$ cat config.mk
export PLATFORM = sky130hd
export DESIGN_NAME = pc_stack_unit
export DESIGN_NICKNAME = d
export VERILOG_FILES = /design/src/rtl/pc_stack_pkg.sv /design/src/rtl/return_stack.sv /design/src/rtl/pc_stack_unit.sv
export SDC_FILE = /design/constraint.sdc
export NUM_CORES = 1
export LEC_CHECK = 0
export ABC_AREA = 0
export CORE_MARGIN = 5
export CORE_UTILIZATION = 35
export DETAILED_ROUTE_END_ITERATION = 7
export SKIP_CTS_REPAIR_TIMING = 1
export SYNTH_ARGS = -nofsm -noshare
export SYNTH_HDL_FRONTEND = slang
export SYNTH_SLANG_ARGS = --single-unit
$ cat constraint.sdc
create_clock -name clk -period 5.47 [get_ports clk]
set_input_delay 0.8205 -clock clk [delete_from_list [all_inputs] [get_ports clk]]
set_output_delay 0.8205 -clock clk [all_outputs]
set_load 0.01 [all_outputs]
$ cat src/rtl/pc_stack_pkg.sv
// Shared types for the program-counter / return-stack unit.
package pc_stack_pkg;

  localparam int unsigned STATUS_W   = 4;
  // Widest fetch address an entry can carry; narrower units zero-extend.
  localparam int unsigned ADDR_MAX_W = 32;

  typedef logic [STATUS_W-1:0] status_t;

  // One command per instruction boundary, after priority resolution.
  typedef enum logic [2:0] {
    NONE,
    ADV,
    JMP,
    CALL,
    RET,
    RETI,
    IRQ
  } cmd_e;

  // Return-stack entry: saved status nibble above the return address.
  typedef struct packed {
    status_t                 status;
    logic [ADDR_MAX_W-1:0]   addr;
  } stack_entry_t;

  localparam int unsigned ENTRY_W = $bits(stack_entry_t);

  // reti > ret > call > jump > advance; an interrupt replaces jump/advance.
  function automatic cmd_e encodeCmd(
    input logic reti,
    input logic ret,
    input logic call,
    input logic jump,
    input logic advance,
    input logic irqTake
  );
    cmd_e c;
    if (reti)                 c = RETI;
    else if (ret)             c = RET;
    else if (call)            c = CALL;
    else if (jump || advance) c = irqTake ? IRQ : (jump ? JMP : ADV);
    else                      c = NONE;
    return c;
  endfunction

endpackage

$ cat src/rtl/return_stack.sv
// Registered LIFO with occupancy flags and overflow/underflow strobes.
// The pointer never wraps: a push while full and a pop while empty are
// dropped and reported on the strobes instead.
module return_stack #(
  parameter int unsigned WIDTH = 36,
  parameter int unsigned DEPTH = 8
) (
  input  logic             clk,
  input  logic             rst,
  input  logic             push,
  input  logic             pop,
  input  logic [WIDTH-1:0] pushData,
  output logic [WIDTH-1:0] topData,
  output logic             full,
  output logic             empty,
  output logic             overflow,
  output logic             underflow
);

  localparam int unsigned PW = $clog2(DEPTH);
  localparam int unsigned CW = $clog2(DEPTH + 1);

  logic [CW-1:0]    count;
  logic [WIDTH-1:0] mem [DEPTH];
  logic             doPush;
  logic             doPop;

  assign full      = (count == CW'(DEPTH));
  assign empty     = (count == '0);
  assign doPop     = pop && !empty;
  assign doPush    = push && !pop && !full;
  assign overflow  = push && !pop && full;
  assign underflow = pop && empty;
  assign topData   = empty ? '0 : mem[PW'(count - CW'(1))];

  // Occupancy counter; pop takes precedence if both are requested.
  always_ff @(posedge clk) begin
    if (rst) begin
      count <= '0;
    end else if (doPop) begin
      count <= count - CW'(1);
    end else if (doPush) begin
      count <= count + CW'(1);
    end
  end

  // Entry storage; contents beyond count are don't-care, so no reset.
  always_ff @(posedge clk) begin
    if (doPush && !rst) begin
      mem[count[PW-1:0]] <= pushData;
    end
  end

endmodule

$ cat src/rtl/pc_stack_unit.sv
// Program-counter unit: fetch address, hardware return stack, and
// prioritised interrupt entry/exit with status save/restore.
module pc_stack_unit
  import pc_stack_pkg::*;
#(
  parameter int unsigned ADDR_W     = 16,
  parameter int unsigned DEPTH      = 8,
  parameter int unsigned NUM_IRQ    = 4,
  parameter int unsigned RESET_ADDR = 0,
  parameter int unsigned VEC_BASE   = 16'h0008,
  parameter int unsigned VEC_STRIDE = 4
) (
  input  logic                clk,
  input  logic                rst,
  input  logic                advance,
  input  logic                jump,
  input  logic [ADDR_W-1:0]   jump_target,
  input  logic                call,
  input  logic [ADDR_W-1:0]   call_target,
  input  logic                ret,
  input  logic                reti,
  input  logic                ei,
  input  logic                di,
  input  logic [NUM_IRQ-1:0]  irq,
  input  logic [STATUS_W-1:0] status_in,
  output logic [ADDR_W-1:0]   imem_addr,
  output logic                imem_re,
  output logic [NUM_IRQ-1:0]  irq_ack,
  output logic [STATUS_W-1:0] status_restore,
  output logic                status_restore_valid,
  output logic                ie,
  output logic                stack_full,
  output logic                stack_empty,
  output logic                fault
);

  localparam int unsigned KW = (NUM_IRQ > 1) ? $clog2(NUM_IRQ) : 1;

  logic [ADDR_W-1:0]   pc;
  logic [ADDR_W-1:0]   pcInc;
  logic [ADDR_W-1:0]   pcNext;
  logic                reNext;
  logic                ieReg;
  logic                ieNext;
  logic [NUM_IRQ-1:0]  ackReg;
  logic [NUM_IRQ-1:0]  ackNext;
  logic [STATUS_W-1:0] srReg;
  logic [STATUS_W-1:0] srNext;
  logic                srvReg;
  logic                srvNext;
  logic                faultReg;
  logic                reReg;

  cmd_e                cmd;
  logic [KW-1:0]       irqIdx;
  logic [ADDR_W-1:0]   vecAddr;

  stack_entry_t        pushEnt;
  stack_entry_t        topEnt;
  logic                stkPush;
  logic                stkPop;
  logic                stkFull;
  logic                stkEmpty;
  logic                stkOvf;
  logic                stkUnf;

  assign pcInc = pc + ADDR_W'(1);

  // Lowest-index pending request wins (descending scan, last hit kept).
  always_comb begin
    irqIdx = '0;
    for (int unsigned i = NUM_IRQ; i > 0; i--) begin
      if (irq[i-1]) irqIdx = KW'(i - 1);
    end
  end

  assign vecAddr = ADDR_W'(VEC_BASE + 32'(irqIdx) * VEC_STRIDE);

  // Resolve the single command executed this boundary.
  always_comb begin
    cmd = encodeCmd(reti, ret, call, jump, advance, ieReg && (|irq));
  end

  // Stack traffic: calls and interrupt entries push, returns pop.
  always_comb begin
    stkPush        = (cmd == CALL) || (cmd == IRQ);
    stkPop         = (cmd == RET) || (cmd == RETI);
    pushEnt.status = (cmd == IRQ) ? status_in : '0;
    pushEnt.addr   = ADDR_MAX_W'(((cmd == IRQ) && jump) ? jump_target : pcInc);
  end

  return_stack #(
    .WIDTH (ENTRY_W),
    .DEPTH (DEPTH)
  ) uStack (
    .clk       (clk),
    .rst       (rst),
    .push      (stkPush),
    .pop       (stkPop),
    .pushData  (pushEnt),
    .topData   (topEnt),
    .full      (stkFull),
    .empty     (stkEmpty),
    .overflow  (stkOvf),
    .underflow (stkUnf)
  );

  // Next pc, fetch strobe, acknowledge and status-restore for this command.
  always_comb begin
    pcNext  = pc;
    reNext  = 1'b1;
    ackNext = '0;
    srNext  = srReg;
    srvNext = 1'b0;
    unique case (cmd)
      NONE: reNext = 1'b0;
      ADV:  pcNext = pcInc;
      JMP:  pcNext = jump_target;
      CALL: pcNext = call_target;
      RET:  pcNext = stkEmpty ? pcInc : ADDR_W'(topEnt.addr);
      RETI: begin
        if (stkEmpty) begin
          pcNext = pcInc;
        end else begin
          pcNext  = ADDR_W'(topEnt.addr);
          srNext  = topEnt.status;
          srvNext = 1'b1;
        end
      end
      IRQ: begin
        pcNext  = vecAddr;
        ackNext = NUM_IRQ'(1) << irqIdx;
      end
      default: reNext = 1'b0;
    endcase
  end

  // Interrupt enable: entry and a successful reti override ei/di; di beats ei.
  always_comb begin
    ieNext = ieReg;
    if (cmd == IRQ)       ieNext = 1'b0;
    else if (cmd == RETI) ieNext = stkEmpty ? ieReg : 1'b1;
    else if (di)          ieNext = 1'b0;
    else if (ei)          ieNext = 1'b1;
  end

  // Architectural registers, all updated on the command edge.
  always_ff @(posedge clk) begin
    if (rst) begin
      pc       <= ADDR_W'(RESET_ADDR);
      reReg    <= 1'b0;
      ieReg    <= 1'b0;
      ackReg   <= '0;
      srReg    <= '0;
      srvReg   <= 1'b0;
      faultReg <= 1'b0;
    end else begin
      pc       <= pcNext;
      reReg    <= reNext;
      ieReg    <= ieNext;
      ackReg   <= ackNext;
      srReg    <= srNext;
      srvReg   <= srvNext;
      faultReg <= faultReg || stkOvf || stkUnf;
    end
  end

  assign imem_addr            = pc;
  assign imem_re              = reReg;
  assign irq_ack              = ackReg;
  assign status_restore       = srReg;
  assign status_restore_valid = srvReg;
  assign ie                   = ieReg;
  assign stack_full           = stkFull;
  assign stack_empty          = stkEmpty;
  assign fault                = faultReg;

endmodule

; ---- Yosys cells after proc, flatten, opt, wreduce, memory -nomap -nowiden
; Memory sizes are Yosys's and may differ from the RTL's.
; Cells that the tools add are included.
[word_totals]
in_bits = 49
ff_bits = 32
ramBits = 160
n_memories = 1
[op_classes]
eq_ne = 8
bitwise = 3
mux = 24
shifts = 1
addsub = 4
n_reduce_logical = 29
[mem_list]
columns = memory, words, word_bits, rd, rd_clocked_by_memory_dff, wr, line_no
row1 = uStack.mem, 8, 20, 1, 0, 1, return_stack.sv:24  ; logic [WIDTH-1:0] mem [DEPTH];
[ops]
columns = op, n
row1 = $pmux W16 S5, 1
row2 = $mux W16, 2
row3 = $add A16 B1 Y16 const B, 1
row4 = $mux W3, 5
row5 = $mux W4, 3
row6 = $mux W2, 5
row7 = $eq A3 B3 Y1 const B, 3
row8 = $logic_and A1 B1 Y1, 8
row9 = $mux W1, 8
row10 = $reduce_or A2 Y1, 4
row11 = $eq A3 B2 Y1 const B, 2
row12 = $reduce_or A6 Y1, 1
row13 = $add A4 B4 Y5 const A, 1
row14 = $logic_or A1 B1 Y1, 5
row15 = $reduce_bool A5 Y1, 1
row16 = $add A4 B1 Y4 const B, 1
row17 = $eq A4 B4 Y1 const B, 1
row18 = $logic_not A1 Y1, 4
row19 = $logic_not A4 Y1, 1
row20 = $reduce_and A2 Y1, 2
row21 = $reduce_or A4 Y1, 1
row22 = $shl A1 B2 Y4 const A, 1
row23 = $sub A4 B1 Y4 const B, 1
row24 = $eq A3 B1 Y1 const B, 1
row25 = 4 further kinds, 6

; ---- Logic depth before layout (Yosys ltp)
; Gate-level depths: netlist of run 1.
[depth]
depth_word = 15
ltp_mapped = 13
ltp_nobuf = 7

; ---- By module
; Synthesis of run 1 repeated with hierarchy kept, for this count alone.
[unflattened]
cells_unflattened = 808
hier_area_um2 = 13613.1
[modules_own_cells]
columns = mod, seq_area_each_um2, area_each_um2, cells_per_inst, n_inst
row1 = return_stack, 8728.4, 11197.0, 482, 1
row2 = pc_stack_unit, 560.5, 2416.1, 326, 1

; ---- Least setup slack after synthesis of run 1
; Ideal clock, no wire load.
[synth_path]
path_kind = register to register
from = reg uStack.count[0]
to = mem uStack.mem[0][0] (netlist bit), enable pin
setup_time_ps = 448
required_ps = 5022
n_path_buf = 5
t_arrival_ps = 4292
path_slack_ps = 730
stages_incl_launch_ff = 12
path_cell_list = dfxtp_1 -> buf_2 -> buf_4 -> buf_2 -> clkbuf_1 -> inv_1 -> ha_1 -> and3b_1 -> clkbuf_1 -> nor2_1 -> nand2_1 -> nor4_1
[synth_between]
elab_chain_len = 6
[synth_lines]
columns = element, line_no
row1 = from (decl), return_stack.sv:23  ; logic [CW-1:0] count;
row2 = from (signal assigned), return_stack.sv:41  ; count <= count - CW'(1);
row3 = from (signal assigned), return_stack.sv:43  ; count <= count + CW'(1);
row4 = $eq A4 B4 Y1, return_stack.sv:28  ; assign full = (count == CW'(DEPTH));
row5 = net stack_full, pc_stack_unit.sv:32  ; output logic stack_full,
row6 = $logic_not A1 Y1, return_stack.sv:31  ; assign doPush = push && !pop && !full;
row7 = $logic_and A1 B1 Y1, return_stack.sv:31
row8 = $logic_and A1 B1 Y1, return_stack.sv:49  ; if (doPush && !rst) begin
row9 = $mux W1, return_stack.sv:49
row10 = $mux W1 (implied by the code), return_stack.sv:50  ; mem[count[PW-1:0]] <= pushData;
row11 = to (decl), return_stack.sv:24
; The timed path passes the listed nets, and every way through them passes these cells.

; ---- Worst setup path after layout of run 1
[layout_path]
from = reg uStack.count[1]
to = mem uStack.mem[3][11] (netlist bit), enable pin
[layout_between]
elab_chain_len = 6
[layout_lines]
columns = element, line_no
row1 = $eq A4 B4 Y1, return_stack.sv:28
row2 = $logic_not A1 Y1, return_stack.sv:31
row3 = $logic_and A1 B1 Y1, return_stack.sv:31
row4 = $logic_and A1 B1 Y1, return_stack.sv:49
row5 = $mux W1, return_stack.sv:49
row6 = $mux W1 (implied by the code), return_stack.sv:50
; Several ways; a longest one is shown, not always the timed one.

==> results of run 1 <==
cells in the mapped netlist (3+ instances only):
library cell | n | area, sq um
edfxtp_1 | 160 | 4800
nor2_1 | 49 | 184
mux4_2 | 40 | 901
dfxtp_1 | 32 | 641
a21oi_1 | 28 | 140
clkbuf_1 | 22 | 82.6
a22oi_1 | 18 | 135
nand2_1 | 15 | 56.3
nand3_1 | 10 | 50.1
xor2_1 | 9 | 78.8
buf_2 | 8 | 40.0
and4_1 | 7 | 61.3
a211oi_1 | 6 | 45.0
a221oi_1 | 6 | 52.6
a311oi_1 | 6 | 52.6
a31oi_1 | 6 | 37.5
mux2i_1 | 6 | 60.1
nor4_1 | 6 | 37.5
o21ai_0 | 6 | 30.0
and2_1 | 5 | 31.3
inv_1 | 5 | 18.8
mux2_2 | 5 | 56.3
nor3_1 | 5 | 25.0
xnor2_1 | 5 | 43.8
a22o_1 | 4 | 35.0
and3_1 | 4 | 25.0
nand4_1 | 4 | 25.0
nor3b_1 | 4 | 30.0
o211ai_1 | 4 | 30.0
buf_4 | 3 | 22.5
ha_1 | 3 | 37.5
nor2b_1 | 3 | 18.8
o31ai_1 | 3 | 22.5
or3_1 | 3 | 18.8
cell usage in the layout (no fill, tap or decap), drive strengths merged, types with 6 or more instances in the layout:
cell type,netlist,final
edfxtp,160,160
clkdlybuf4s50,0,78
nor2,49,49
mux4,40,40
dfxtp,32,32
a21oi,28,28
a22oi,18,18
clkbuf,23,17
nand2,15,15
buf,11,13
inv,5,11
nand3,10,10
xor2,10,10
clkinv,0,8
and4,7,7
o21ai,7,7
nor3,7,7
a31oi,6,6
a311oi,6,6
a221oi,6,6
a211oi,6,6
mux2i,6,6
nor4,6,6
nor3b,6,6
worst paths after layout:
check,from,to,slack (ns),cells after the start
hold reg to reg,status_restore[2],status_restore[2],0.50,2
setup / recovery,uStack.count[1],uStack.mem[3][11],1.85,7
hold / removal,status_restore[2],status_restore[2],0.50,2
setup reg to reg,uStack.count[1],uStack.mem[3][11],1.85,7
cell families (layout without fill, tap and decap cells):
kind of cell    count (synthesis)  after routing  share of synthesized area (%)
compound gates                101            101                           8.57
flops                         192            192                           66.2
mux                            51             51                           12.4
fa+ha+maj                       3              3                          0.456
xor+xnor                       15             15                           1.83
buf+inv                        39            128                           2.05
simple gates                  130            130                           8.52
flip-flops by register name (all words and copies together) (netlist names):
signal	count
fault	1
ie	1
imem_addr	16
imem_re	1
irq_ack	4
status_restore	4
status_restore_valid	1
uStack.count	4
uStack.mem	160
stage by stage:
step / worst slack [ns] / hold slack (ns) / instances / instance area (sq um)
after global routing: 1.62 / 0.551 / 939 / 10000
after CTS: 1.92 / 0.502 / 939 / 10000
after global placement: 1.67 / 0.475 / 907 / 9460
after floorplan: 0.730 / 0.524 / 531 / 8220
after detailed placement: 1.54 / 0.481 / 907 / 9460
final: 1.85 / 0.495 / 939 / 10000
power by group through the flow:
stage / Combinational (mW) / Clock, mW / Sequential (mW)
floorplan: 0.974 / 0 / 1.91
global placement: 1.47 / 0 / 1.94
detailed placement: 1.48 / 0 / 1.95
CTS: 1.49 / 1.19 / 1.92
global route: 1.59 / 1.26 / 1.93
finish: 1.48 / 1.17 / 1.92
routing by layer:
metal | track usage (%) | up-vias | wire (um)
li1 | - | 2296 | -
met1 | 24.1 | 2682 | 9590
met2 | 26.4 | 263 | 10500
met3 | 4.72 | 28 | 2040
met4 | 5.72 | 0 | 361
met5 | 0 | - | 0
worst max-delay path, delay by kind of cell, from the launching register on:
kind,cells,cell delay [ns]
buffers and inverters,2,0.55
adder cells (fa/ha/maj),1,0.35
flip-flops,1,0.61
AND/OR/NAND/NOR,4,1.82
area by class of cell:
cell class	instances	area [sq um]	area share, %
sequential	192	5450	54.4
inverter	5	18.8	0.187
clock inverter	15	128	1.27
multi-input combinational	300	2670	26.6
timing repair buffer	91	928	9.27
clock buffer	17	425	4.25
tap	319	399	3.99
==> out/metrics.cfg, run 1 <==
[run_status]
status = complete, no violations

[synth]
synth-seq-cells = 192
ys_seq_area_share_pct = 66.2
yosys_warnings = 0
yosysUniqueCellTypes = 58
avgSynthCellArea_sq_um = 15.5
syn_inst = 531
synth_flop_cell = edfxtp_1
syn-num-nets = 583
synth_edf_count = 160
syn_area_sq_um = 8220
synthArstFlopShare_pct = 0

[final_layout]
fin_nets = 659
fin_util_pct = 42.9
fillers = 2094
antenna_cells = 0
area_growth_syn_to_layout_pct = 21.8
drive_above_1_share_pct = 16.9

[floorplan]
die_h_um = 163
rows = 56
ios = 79
core_sq_um = 23300
start_util_pct = 35.2
die_w_um = 163
dieArea_sq_um = 26700

[power_and_ir_drop]
p_int_mw = 3.05
clock_power_share_pct = 25.6
powerDensity_nw_per_um2 = 457
p_seq_share_pct = 42.0
power.total_mw = 4.58
p_leak_nw = 3.24
ir_worst_vdd_uv = 228
sw_frac_of_total_pct = 33.4
power.switching_mw = 1.53
p_comb_share_pct = 32.4

[clock_tree]
htree_num_levels = 4
ctsRootBufferMaster = clkbuf_16
cts_buffers = 17
clk_pin_slew_ns = 0.07
cts_tree = yes
cts.path.max_buffers = 2
insertion_delay_ns = 0.44
clkSinkCount = 192

[worst_hold_path]
holdCritPathClass = reg -> reg

[global_routing]
grt_max_degree = 52
grtUsageTotal_pct = 17.3
grt_antenna_before_repair = 0
overflow = 0
grt_first_pass_wirelength_um = 33600
first_global_vias = 5373

[placement]
portBuffers = 78
gp_congestion = 0.866
hpwl_um = 14500

[routing]
drt_first_pass_iters = 5
vias = 5269
wl_per_cell_um = 23.9
ant_nets = 0
routed_wl_um = 22500
first_iter_violations = 496
drcViolationCount = 0
avgViaCountPerCell = 5.61

[timing]
fin_crit_sh_pct = 66.2
finalHoldViolCount = 0
maxSlewHeadroom_pct = 28.9
slew_violations = 0
fin_crit_ns = 3.62
setup_violations = 0
worstMarginPinSlew_ns = 1.06
skew_ns = 0.0112
rsz0062_at_grt = no
max_freq_mhz = 276
timing.setup.tns_ns = 0

[setup_path]
slowest_stage = nor2_2
setup.worst_path.start_class = flip-flop
slowest_delay_ns = 0.75
crit_required_ns = 5.61
cp-end-kind = flip-flop
path_class = reg -> reg
critPathMaxFanout = 11
path_cells = inv_1, ha_1, and3b_1, nor3_1, nand3_1, nor2_2, buf_4
arrival_ns = 3.76

[job]
drv_cap = 0

Note: power is estimated with default switching activity, not from simulation.
==> inputs of run 2 (changes only) <==
Clock period 5.47 ns to 3 ns, I/O delays scaled along.
==> run 2 against run 1 <==
Critical endpoint is now stack_empty. Sequential power grew 82%. Global-route usage grew 0.10 points. Sequential cell count is the same. Clock power grew 91%. Count of clock-buffer cells in the layout is the same. Power grew 87%. Register-to-register slack lost 1.4 ns. Via count grew 0.34%. Final area grew 2.6%. Die area is the same. Worst hold slack gained 0.0034 ns.
==> out/metrics.cfg, run 2 (same netlist as run 1, synthesis figures left out) <==
[run_status]
status = complete, no violations

[setup_path]
r2r_slack_ns = 0.42
cp-end-kind = output pin
setup.worst_path.start_class = flip-flop
path_class = reg -> out
worst-path-buf-inv = 2
arrival_ns = 2.30
path_cells = inv_1, ha_2, nor3b_4, clkdlybuf4s50_1
path_delay_family = buffers and inverters
slowest_delay_ns = 0.63
slowest_stage = clkdlybuf4s50_1
crit_required_ns = 2.55
critPathMaxFanout = 14

[final_layout]
stdcell_count = 952
area_growth_syn_to_layout_pct = 24.9
drive_above_1_share_pct = 19.3
mostFrequentLayoutCells = 160 x edfxtp_1, 78 x clkdlybuf4s50_1, 46 x nor2_1
final_common_cell = edfxtp_1
antenna_cells = 0
largest_reg_flops = 160
fin_nets = 672

[timing]
rsz0062_at_grt = no
fin_crit_sh_pct = 91.8
fin_crit_ns = 2.75
setup_violations = 0
max_freq_mhz = 363
maxSlewHeadroom_pct = 57.9
finalHoldViolCount = 0
slew_violations = 0
skew_ns = 0.00703
worstMarginPinSlew_ns = 0.632
timing.setup.tns_ns = 0

[floorplan]
die_h_um = 163
rows = 56
start_util_pct = 35.2
die_w_um = 163
ios = 79
core_sq_um = 23300
dieArea_sq_um = 26700

[placement]
portBuffers = 78
hpwl_um = 14700
placed_cells = 920
gp_congestion = 0.882

[clock_tree]
clk_pin_slew_ns = 0.07
htree_num_levels = 4
clkSinkCount = 192
cts_tree = yes
cts.path.max_buffers = 2
insertion_delay_ns = 0.43
ctsRootBufferMaster = clkbuf_16
cts_buffers = 17

[routing]
drt_first_pass_iters = 5
avgViaCountPerCell = 5.55
ant_nets = 0
wl_per_cell_um = 23.7
drcViolationCount = 0
vias = 5287
first_iter_violations = 540
routed_wl_um = 22600

[worst_hold_path]
holdCritPathClass = reg -> reg

[job]
drv_cap = 0

[power_and_ir_drop]
power.total_mw = 8.55
p_leak_nw = 3.35
powerDensity_nw_per_um2 = 833
ir_worst_vdd_uv = 393

[global_routing]
grt_max_degree = 29
grtUsageTotal_pct = 17.4
first_global_vias = 5370
grt_first_pass_wirelength_um = 33900
overflow = 0
grt_antenna_before_repair = 0

[run 2: cell types whose count changed in the layout (fill, tap and decap cells not counted), moves of 2 or more]
cell	change
buf_4	+7
clkinvlp_4	+2
nor4_4	+4
buf_12	+6
nor4_2	-4
nor3_4	+2
[run 2: layer usage]
metal	track usage [%]	share of wire, %	vias to the layer above
met5	0	0	-
met4	5.03	1.8	0
met3	4.95	8.3	29
met2	26.2	46	265
met1	24.8	44	2674
li1	-	-	2319
[run 2: worst register-to-register path, cell delays in order, from the launching register on]
cell and delay [ns]:
dfxtp_4 0.50, inv_1 0.11, ha_2 0.26, xor2_4 0.41, nor3b_2 0.46, buf_4 0.32
a22o_1 0.20, a211oi_1 0.05, o31ai_1 0.19
[run 2: final timing paths]
kind / from / to / cells past startpoint
worst max-delay path: uStack.count[0] / stack_empty / 4
worst min-delay path: status_restore[3] / status_restore[3] / 2
worst max register to register: uStack.count[0] / imem_addr[2] / 8
worst min register to register: status_restore[3] / status_restore[3] / 2
[run 2: metrics by stage]
| step | utilization [%] | cell area [sq um] | setup slack (ns) | hold WS, ns |
|---|---|---|---|---|
| floorplan | - | 8370 | 0.0178 | 0.524 |
| global placement | 41.5 | 9690 | 0.385 | 0.473 |
| detailed placement | 41.5 | 9690 | 0.314 | 0.483 |
| CTS | 44.0 | 10300 | 0.220 | 0.505 |
| global route | 44.0 | 10300 | 0.125 | 0.550 |
| finish | 44.0 | 10300 | 0.246 | 0.499 |
[run 2: report_power, final]
group	total, mW	leakage, nW	internal [mW]	switching, mW
Combinational	2.84	1.32	1.32	1.52
Sequential	3.49	1.75	3.25	0.236
Clock	2.23	0.275	1.17	1.06
Total	8.55	3.35	5.74	2.81
[run 2: final cells by class]
cell class                      count  area [sq um]
Clock buffer                       17           425
Inverter                            5          18.8
Clock inverter                     15           155
Tap cell                          319           399
Fill cell                        2060         13100
Timing Repair Buffer              104          1100
Sequential cell                   192          5450
Multi-Input combinational cell    300          2730
